===== config.mk =====
export PLATFORM = sky130hd
export DESIGN_NAME = clk_div_ctrl
export DESIGN_NICKNAME = d
export VERILOG_FILES = /design/src/rtl/clk_div_ctrl.sv
export SDC_FILE = /design/constraint.sdc
export NUM_CORES = 1
export LEC_CHECK = 0
export CAP_MARGIN = 20
export CORE_ASPECT_RATIO = 1.25
export CORE_MARGIN = 4
export CORE_UTILIZATION = 40
export DETAILED_ROUTE_END_ITERATION = 10
export GPL_ROUTABILITY_DRIVEN = 0
export PLACE_DENSITY_LB_ADDON = 0.3
export SYNTH_ARGS = -nofsm -noshare
export SYNTH_HDL_FRONTEND = slang
export SYNTH_SLANG_ARGS = --single-unit
export TNS_END_PERCENT = 100

===== constraint.sdc =====
create_clock -name clk -period 3.5 [get_ports clk]
set_input_delay 0.7 -clock clk [delete_from_list [all_inputs] [get_ports clk]]
set_output_delay 0.7 -clock clk [all_outputs]
set_load 0.02 [all_outputs]

===== src/rtl/clk_div_ctrl.sv =====
// clk_div_ctrl: 50% duty clock divider, half-period N set through a valid/ready port.
// Define CLKDIV_CNT_EN to add the 16-bit rise_cnt tick counter output.
module clk_div_ctrl #(
   parameter int W       = 8,
   parameter int DIV_RST = 1
) (
   input  logic         clk,
   input  logic         rst,
   input  logic         en,
   input  logic         cfg_valid,
   input  logic [W-1:0] cfg_div,
   output logic         cfg_ready,
   output logic         cfg_err,
   output logic         out_clk,
   output logic         tick,
`ifdef CLKDIV_CNT_EN
   output logic         busy,
   output logic [15:0]  rise_cnt
`else
   output logic         busy
`endif
);
   typedef enum logic [1:0] {IDLE, RUN, STOPPING} state_t;
   localparam logic [W-1:0] DIV_INIT = W'(DIV_RST);
   state_t state;
   logic [W-1:0] cnt, div, pdiv;
   logic pend, acc_ok, acc_bad, wrap, fall, to_idle;
   assign cfg_ready = ~pend;
   assign acc_ok    = cfg_valid & ~pend & (cfg_div != '0);
   assign acc_bad   = cfg_valid & ~pend & (cfg_div == '0);
   assign wrap      = cnt == div - 1'b1;
   assign fall      = wrap & out_clk;
   // Stopping always finishes a high phase; a low phase is abandoned at once.
   assign to_idle   = ~en & ((state == RUN & ~out_clk) | fall);
   always_ff @(posedge clk) begin
      if (rst) begin
         state   <= IDLE;
         cnt     <= '0;
         div     <= DIV_INIT;
         pdiv    <= '0;
         pend    <= 1'b0;
         out_clk <= 1'b0;
         tick    <= 1'b0;
         cfg_err <= 1'b0;
         busy    <= 1'b0;
      end else begin
         cfg_err <= acc_bad;
         tick    <= 1'b0;
         if (state == IDLE) begin
            if (acc_ok) div <= cfg_div;
            state   <= en ? RUN : IDLE;
            busy    <= en;
            cnt     <= '0;
            out_clk <= 1'b0;
         end else if (to_idle) begin
            state   <= IDLE;
            busy    <= 1'b0;
            cnt     <= '0;
            out_clk <= 1'b0;
            pend    <= 1'b0;
            div     <= acc_ok ? cfg_div : pend ? pdiv : div;
         end else begin
            state <= en ? RUN : STOPPING;
            cnt   <= wrap ? '0 : cnt + 1'b1;
            if (wrap) begin
               out_clk <= ~out_clk;
               tick    <= ~out_clk;
            end
            // New ratio takes effect only at the start of a low phase.
            if (fall & pend) begin
               div  <= pdiv;
               pend <= 1'b0;
            end
            if (acc_ok) begin
               pdiv <= cfg_div;
               pend <= 1'b1;
            end
         end
      end
   end
`ifdef CLKDIV_CNT_EN
   always_ff @(posedge clk) begin
      if (rst) rise_cnt <= '0;
      else if (tick) rise_cnt <= rise_cnt + 16'd1;
   end
`endif
endmodule

-- Word level (Yosys, flattened, before mapping)
Cells that the tools add are included.
- register bits: 31
- output and inout bits: 5
- word-level logic and storage cells: 56
- $add $sub $neg: 2
- equal/unequal tests: 4
- multiplexer cells: 15
- bitwise operators: 14
- reductions and logical operators: 12
- operators with widths (kind ; count):
    2-to-1 mux 8 bit ; 6
    adder 8 x 1 -> 8 bit (second input constant) ; 1
    == test 8 bit ; 1
    zero test 8 bit ; 1
    nonzero test 8 bit ; 1
    OR reduction 4 bit ; 2
    subtractor 8 x 1 -> 8 bit (second input constant) ; 1
    AND 1 bit ; 7
    2-to-1 mux 1 bit ; 6
    2-to-1 mux 2 bit ; 3
    NOT 1 bit ; 6
    AND reduction 3 bit ; 2
    nonzero test 3 bit ; 2
    inequality test 3 bit (second input constant) ; 1
    OR reduction 3 bit ; 1
    == test 2 x 1 -> 1 bit (second input constant) ; 1
    zero test 2 bit ; 1
    inequality test 2 bit (second input constant) ; 1
    AND reduction 2 bit ; 1
    nonzero test 2 bit ; 1
    bitwise OR 1 bit ; 1

-- Logic depth before layout (Yosys ltp)
Gate-level depths: netlist (run 1).
- word-level depth: 7
- depth in mapped cells: 10
- depth with buffers taken out: 9

-- Least setup slack after synthesis (run 1)
No wires, ideal clock.
- path type: register -> register
- start: register div[0]
- end: register pdiv[0]
- arrival: 2.302 ns
- data required time: 3.372 ns
- setup slack: 1.071 ns
- cell stages (with the launch flop): 11
- period minus slack after synthesis: 2.429 ns
- cells stage by stage: dfxtp_1 > inv_1 > ha_1 > nor3b_1 > xnor2_1 > o2111ai_2 > or4_4 > o311ai_4 > buf_6 > mux2i_1 > nor2_1
- word-level cells in the longest chain between the ends: 7
- RTL lines (item ; line ; RTL):
    from (decl) ; 26 ; logic [W-1:0] cnt, div, pdiv;
    from (signal assigned) ; 50 ; if (acc_ok) div <= cfg_div;
    from (signal assigned) ; 61 ; div <= acc_ok ? cfg_div : pend ? pdiv : div;
    from (signal assigned) ; 71 ; div <= pdiv;
    subtractor 8 x 1 -> 8 bit ; 31 ; assign wrap = cnt == div - 1'b1;
    == test 8 bit ; 31 ;
    AND 1 bit ; 32 ; assign fall = wrap & out_clk;
    bitwise OR 1 bit ; 34 ; assign to_idle = ~en & ((state == RUN & ~out_clk) | fall);
    AND 1 bit ; 34 ;
    NOT 1 bit (no source line) ; - ;
    AND reduction 3 bit (no source line) ; - ;
    to (signal assigned) ; 75 ; pdiv <= cfg_div;
    to (decl) ; 26 ;
No other way between the ends.
A chain may end at the register's enable or synchronous reset.

-- Final worst setup path (run 1)
- start: register div[0]
- end: register pdiv[5]
The elaborated chain is that of the path after synthesis.

==> impl_metrics.json, run 1 <==
{
  "drt-initial-drc-count": 48,
  "max_cap_violations": 0,
  "hold_class": "reg2reg",
  "antenna_left": 0,
  "first_pass_iters": 4,
  "ys_top_cells_by_area": "dfxtp_1 41%, mux2i_1 11%, xor2_1 6.9%",
  "ys_ff_latch": 31,
  "area_delta_synth_final_pct": 19.7,
  "status": "completed",
  "htreeDepth": 2,
  "synth-edff-count": 0,
  "wl_per_cell_um": 13.4,
  "fmax_ghz": 0.346,
  "path_max_fanout": 9,
  "leakagePower_uw": 0.000745,
  "fillers": 332,
  "antenna_found_initial": 0,
  "crit_path_end_kind": "flop",
  "die-area_um2": 4870,
  "die_y_um": 77.0,
  "via_per_inst": 5.31,
  "max-slew-margin-rel_pct": 56.5,
  "drcViolationCount": 0,
  "ys_async_sr_fraction_pct": 0,
  "row_count": 24,
  "post-place-ws_ps": 344,
  "post-route-period-util_pct": 82.6,
  "rsz0062_at_grt": "no",
  "setup_viol": 0,
  "powerDensity_nw_per_um2": 480,
  "fin_skew_ps": 7.62,
  "synth-seq-area-share_pct": 40.7,
  "cts_setup_buffers": 0,
  "grt_max_degree": 18,
  "grt_pass1_vias": 1253,
  "hold_violations": 0,
  "gr-total-overflow": 0,
  "ys.flop_type": "dfxtp_1",
  "final_nets": 198,
  "reg2regPathDepth": 9,
  "cts_buffers": 5,
  "dp_hpwl_um": 2340,
  "yosysTopAreaCell": "dfxtp_1",
  "hold_path_depth": 2,
  "synth_top_area_share_pct": 40.7,
  "synth_cell_type_count": 33,
  "crit_type": "reg2reg",
  "grt_pass1_wl_um": 5530,
  "num_vias": 1190,
  "drt-total-wl_um": 3000,
  "syn_area_um2": 1530,
  "portBuffers": 16,
  "fin_area_um2": 1830,
  "ir_drop_mv": 0.310,
  "clkTransAtPathRegs_ps": 70,
  "clkSinkCount": 31,
  "synthCells": 165,
  "io_pins": 17,
  "clock_path_buffers": 2,
  "layout_min_cycle_time_ps": 2890,
  "post_dp_cell_area_um2": 1710,
  "worstMarginPinSlew_ps": 651,
  "avgSynthCellArea_um2": 9.24,
  "cts_resized": 0,
  "globalRouteTotalUtil_pct": 14.2,
  "placeableCoreArea_um2": 3570,
  "cp_data_arrival_time_ps": 3030,
  "worstSetupStartpointType": "flop",
  "synth_warnings": 0,
  "setup_ws_ps": 607,
  "cts_tree": "built",
  "crit_required_ps": 3640,
  "synth_nets": 179,
  "cts-root-buf": "clkbuf_8",
  "clkLatencyLatePin_ps": 280,
  "slew_viol_final": 0,
  "finalSetupTns_ps": 0,
  "start_util_pct": 42.7,
  "insertedDiodeCount": 0,
  "drive_above_1_share_pct": 8.65,
  "die_w_um": 63.2,
  "cts_hold_buffers": 0
}
## cells in the mapped netlist (2+ instances only)
master and instances:
clkbuf_1 2, dfxtp_1 31, a21oi_1 12, nand3_1 7, ha_1 2, a31oi_1 2
o21ai_0 11, nor2_1 21, nand2_1 5, mux2i_1 16, xor2_1 12, inv_1 9
and3_1 3, xnor2_1 6, nor4_1 5, and3_2 2, nor3_1 3
## state kept, by name, summed over array words and instances, names as in the netlist
| signal | count |
|---|---|
| tick | 1 |
| pend | 1 |
| cfg_err | 1 |
| pdiv | 8 |
| out_clk | 1 |
| div | 8 |
| busy | 1 |
| cnt | 8 |
| state | 2 |
## layout make-up
| class | count | area (um2) | area share (%) |
|---|---|---|---|
| well taps | 39 | 48.8 | 2.67 |
| multi-input cells | 121 | 845 | 46.3 |
| clock inverters | 2 | 35.0 | 1.92 |
| flip-flops and latches | 31 | 621 | 34.0 |
| repair buffers | 16 | 160 | 8.77 |
| inverters | 9 | 33.8 | 1.85 |
| clock buffers | 6 | 82.6 | 4.52 |
## where the power goes
group	internal (uW)	switching, uW
Clock	230	130
Combinational	60.7	70.7
Sequential	368	16.9
## routing by layer
| metal | routed length [um] | share of wire, % | track usage (%) | vias to the layer above |
|---|---|---|---|---|
| met5 | 0 | 0 | 0 | - |
| met3 | 100 | 3.3 | 3.51 | 5 |
| met1 | 1340 | 45 | 16.2 | 545 |
| met2 | 1510 | 50 | 24.2 | 18 |
| met4 | 50 | 1.7 | 7.78 | 0 |
| li1 | - | - | - | 622 |
## layout by cell type, fill, tap and decap left out, types with 5 or more instances in the layout
cell type,instances
a21oi_1,12
clkbuf_8,6
clkdlybuf4s50_1,16
dfxtp_1,31
inv_1,9
mux2i_1,16
nand2_1,5
nand3_1,7
nor2_1,21
nor4_1,5
o21ai_0,11
xnor2_1,6
xor2_1,12
## metrics by stage
stage | utilization (%) | total power (uW) | instances | hold WS, ps
2_1_floorplan | - | 487 | 165 | 458
3_3_place_gp | 47.8 | 520 | 216 | 476
3_5_place_dp | 47.8 | 525 | 216 | 492
4_1_cts | 51.1 | 890 | 224 | 509
5_1_grt | 51.1 | 923 | 224 | 533
6_report | 51.1 | 876 | 224 | 503
## cells by family after synthesis
logic type	Yosys count	synth area share, %
AND/OR/NAND/NOR	52	18.0
AO/OA/AOI/OAI	33	14.8
flip-flops	31	40.7
XOR/XNOR	18	10.3
multiplexers	16	10.5
buffers and inverters	13	3.94
adder cells (fa/ha/maj)	2	1.64
## path summary, 6_finish.rpt
kind                 from  endpoint  slack, ps
setup / recovery   div[0]   pdiv[5]        610
hold / removal    pdiv[7]   pdiv[7]        500
setup reg to reg   div[0]   pdiv[5]        610
hold reg to reg   pdiv[7]   pdiv[7]        500
## worst max-delay path, cell delays in order, from the launching register on
cell       delay (ps)
dfxtp_1           430
inv_1              70
ha_1              240
nor3b_1           160
xnor2_1           190
o2111ai_2         190
or4_4             580
o311ai_4          570
mux2i_1           270
nor2_1             60
No activity file was read; power rests on OpenSTA's default activity.
==> inputs of run 2 (changes only) <==
==> constraint.sdc (replaced) <==
create_clock -name clk -period 2.8 [get_ports clk]
set_input_delay 0.56 -clock clk [delete_from_list [all_inputs] [get_ports clk]]
set_output_delay 0.56 -clock clk [all_outputs]
set_load 0.02 [all_outputs]
==> impl_metrics.json, run 2 (same netlist as run 1, synthesis figures left out) <==
{
  "status": "completed",
  "drive_above_1_share_pct": 11.5,
  "multiInputGateArea_um2": 845,
  "grt_pass1_wl_um": 5710,
  "final_nets": 204,
  "holdWs_ps": 504,
  "reg2regPathDepth": 10,
  "fillers": 353,
  "gr-total-overflow": 0,
  "drt-initial-drc-count": 39,
  "grt_max_degree": 17,
  "rrSetupSlack_ps": 200,
  "min_from": "pdiv[5]",
  "io_pins": 17,
  "reg.largest.list": "cnt x8, div x8, pdiv x8",
  "final_cell_mix": "31 x dfxtp_1, 21 x nor2_1, 16 x mux2i_1, 16 x clkdlybuf4s50_1",
  "die_w_um": 63.2,
  "start_util_pct": 42.7,
  "row_count": 24,
  "first_pass_iters": 4,
  "final_common_cell": "dfxtp_1",
  "seq_area_um2": 621,
  "clkSinkCount": 31,
  "crit_type": "reg2reg",
  "dp_hpwl_um": 2400,
  "powerDensity_nw_per_um2": 545,
  "power.total_uw": 1010,
  "clock_path_buffers": 2,
  "area_delta_synth_final_pct": 21.8,
  "num_vias": 1243,
  "worstMarginPinSlew_ps": 437,
  "clkLatencyLatePin_ps": 290,
  "max-slew-margin-rel_pct": 70.6,
  "wl_per_cell_um": 13.6,
  "htreeDepth": 2,
  "drt-total-wl_um": 3140,
  "ir_drop_mv": 0.372,
  "post-route-period-util_pct": 92.7,
  "cp_data_arrival_time_ps": 2780,
  "slew_viol_final": 0,
  "cts_setup_buffers": 0,
  "max_cap_violations": 0,
  "hold_path_depth": 2,
  "cts-root-buf": "clkbuf_8",
  "leakagePower_uw": 0.000759,
  "crit_required_ps": 2990,
  "globalRouteTotalUtil_pct": 14.7,
  "antenna_found_initial": 0,
  "via_per_inst": 5.40,
  "hold_violations": 0,
  "rsz0062_at_grt": "no",
  "cts_hold_buffers": 0,
  "antenna_left": 0,
  "layout_min_cycle_time_ps": 2600,
  "fmax_ghz": 0.385,
  "drcViolationCount": 0,
  "placeableCoreArea_um2": 3570,
  "path_max_fanout": 9,
  "cts_buffers": 5,
  "insertedDiodeCount": 0,
  "hold_class": "reg2reg",
  "die-area_um2": 4870,
  "r2r_end": "pdiv[0]",
  "r2r-start": "div[1]",
  "clkTransAtPathRegs_ps": 70,
  "worstSetupStartpointType": "flop",
  "fin_skew_ps": 8.04,
  "setup_viol": 0,
  "portBuffers": 16,
  "hold_end": "pdiv[5]",
  "crit_path_end_kind": "flop",
  "cts_resized": 0,
  "finalSetupTns_ps": 0,
  "cts_tree": "built",
  "grt_pass1_vias": 1297,
  "die_y_um": 77.0
}
run 2: where the power goes:
part,switching [uW],total [uW],internal (uW)
logic,92.1,175,82.7
clock network,181,358,177
registers,20.1,480,460
run 2: worst max path at each step:
stage          startpoint       to  slack [ps]  depth (start not counted)
3_3_place_gp   cfg_div[0]   div[0]         160                          8
4_1_cts            div[1]  pdiv[0]         200                         10
5_1_grt            div[1]  pdiv[0]          50                         10
2_1_floorplan      div[0]  pdiv[0]         370                         10
6_report           div[1]  pdiv[0]         200                         10
3_5_place_dp   cfg_div[1]   div[0]         170                          8
run 2: area by class of cell:
| class | count | share of cell area, % |
|---|---|---|
| clock buffer | 5 | 3.70 |
| clock inverter | 3 | 1.28 |
| inverter | 9 | 1.82 |
| multi-input combinational | 121 | 45.5 |
| sequential | 31 | 33.4 |
| tap | 39 | 2.63 |
| timing repair buffer | 22 | 11.7 |
run 2: per-layer routing:
layer	up-vias	part of all wire [%]	GRT usage, %
li1	633	-	-
met1	583	45	16.4
met2	21	50	25.7
met3	6	2.8	3.95
met4	0	1.9	6.48
met5	-	0	0
run 2: metrics by stage:
step           instances  utilization [%]  worst slack [ps]  instance area (um2)
3_5_place_dp         222             49.4               166                 1770
2_1_floorplan        165                -               371                 1530
5_1_grt              230             52.0              45.2                 1860
6_report             230             52.0               204                 1860
4_1_cts              230             52.0               196                 1860
3_3_place_gp         222             49.4               164                 1770
run 2: critical path, cell delays in order, from the launching register on:
cell       delay (ps)
dfxtp_1           340
inv_1              60
ha_1              210
nor3b_1           240
xnor2_1           180
o2111ai_2         190
or4_4             580
o311ai_4          270
buf_12            180
mux2i_1           190
nor2_1             50
==> inputs of run 3 (changes only) <==
--- a/config.mk
+++ b/config.mk
@@ -11,6 +11,7 @@
 export CORE_UTILIZATION = 40
 export DETAILED_ROUTE_END_ITERATION = 10
 export GPL_ROUTABILITY_DRIVEN = 0
+export HOLD_SLACK_MARGIN = 0.02
 export PLACE_DENSITY_LB_ADDON = 0.3
 export SYNTH_ARGS = -nofsm -noshare
 export SYNTH_HDL_FRONTEND = slang
==> results of run 3 <==
Final layout, timing and power as in run 2 (identical DEF).
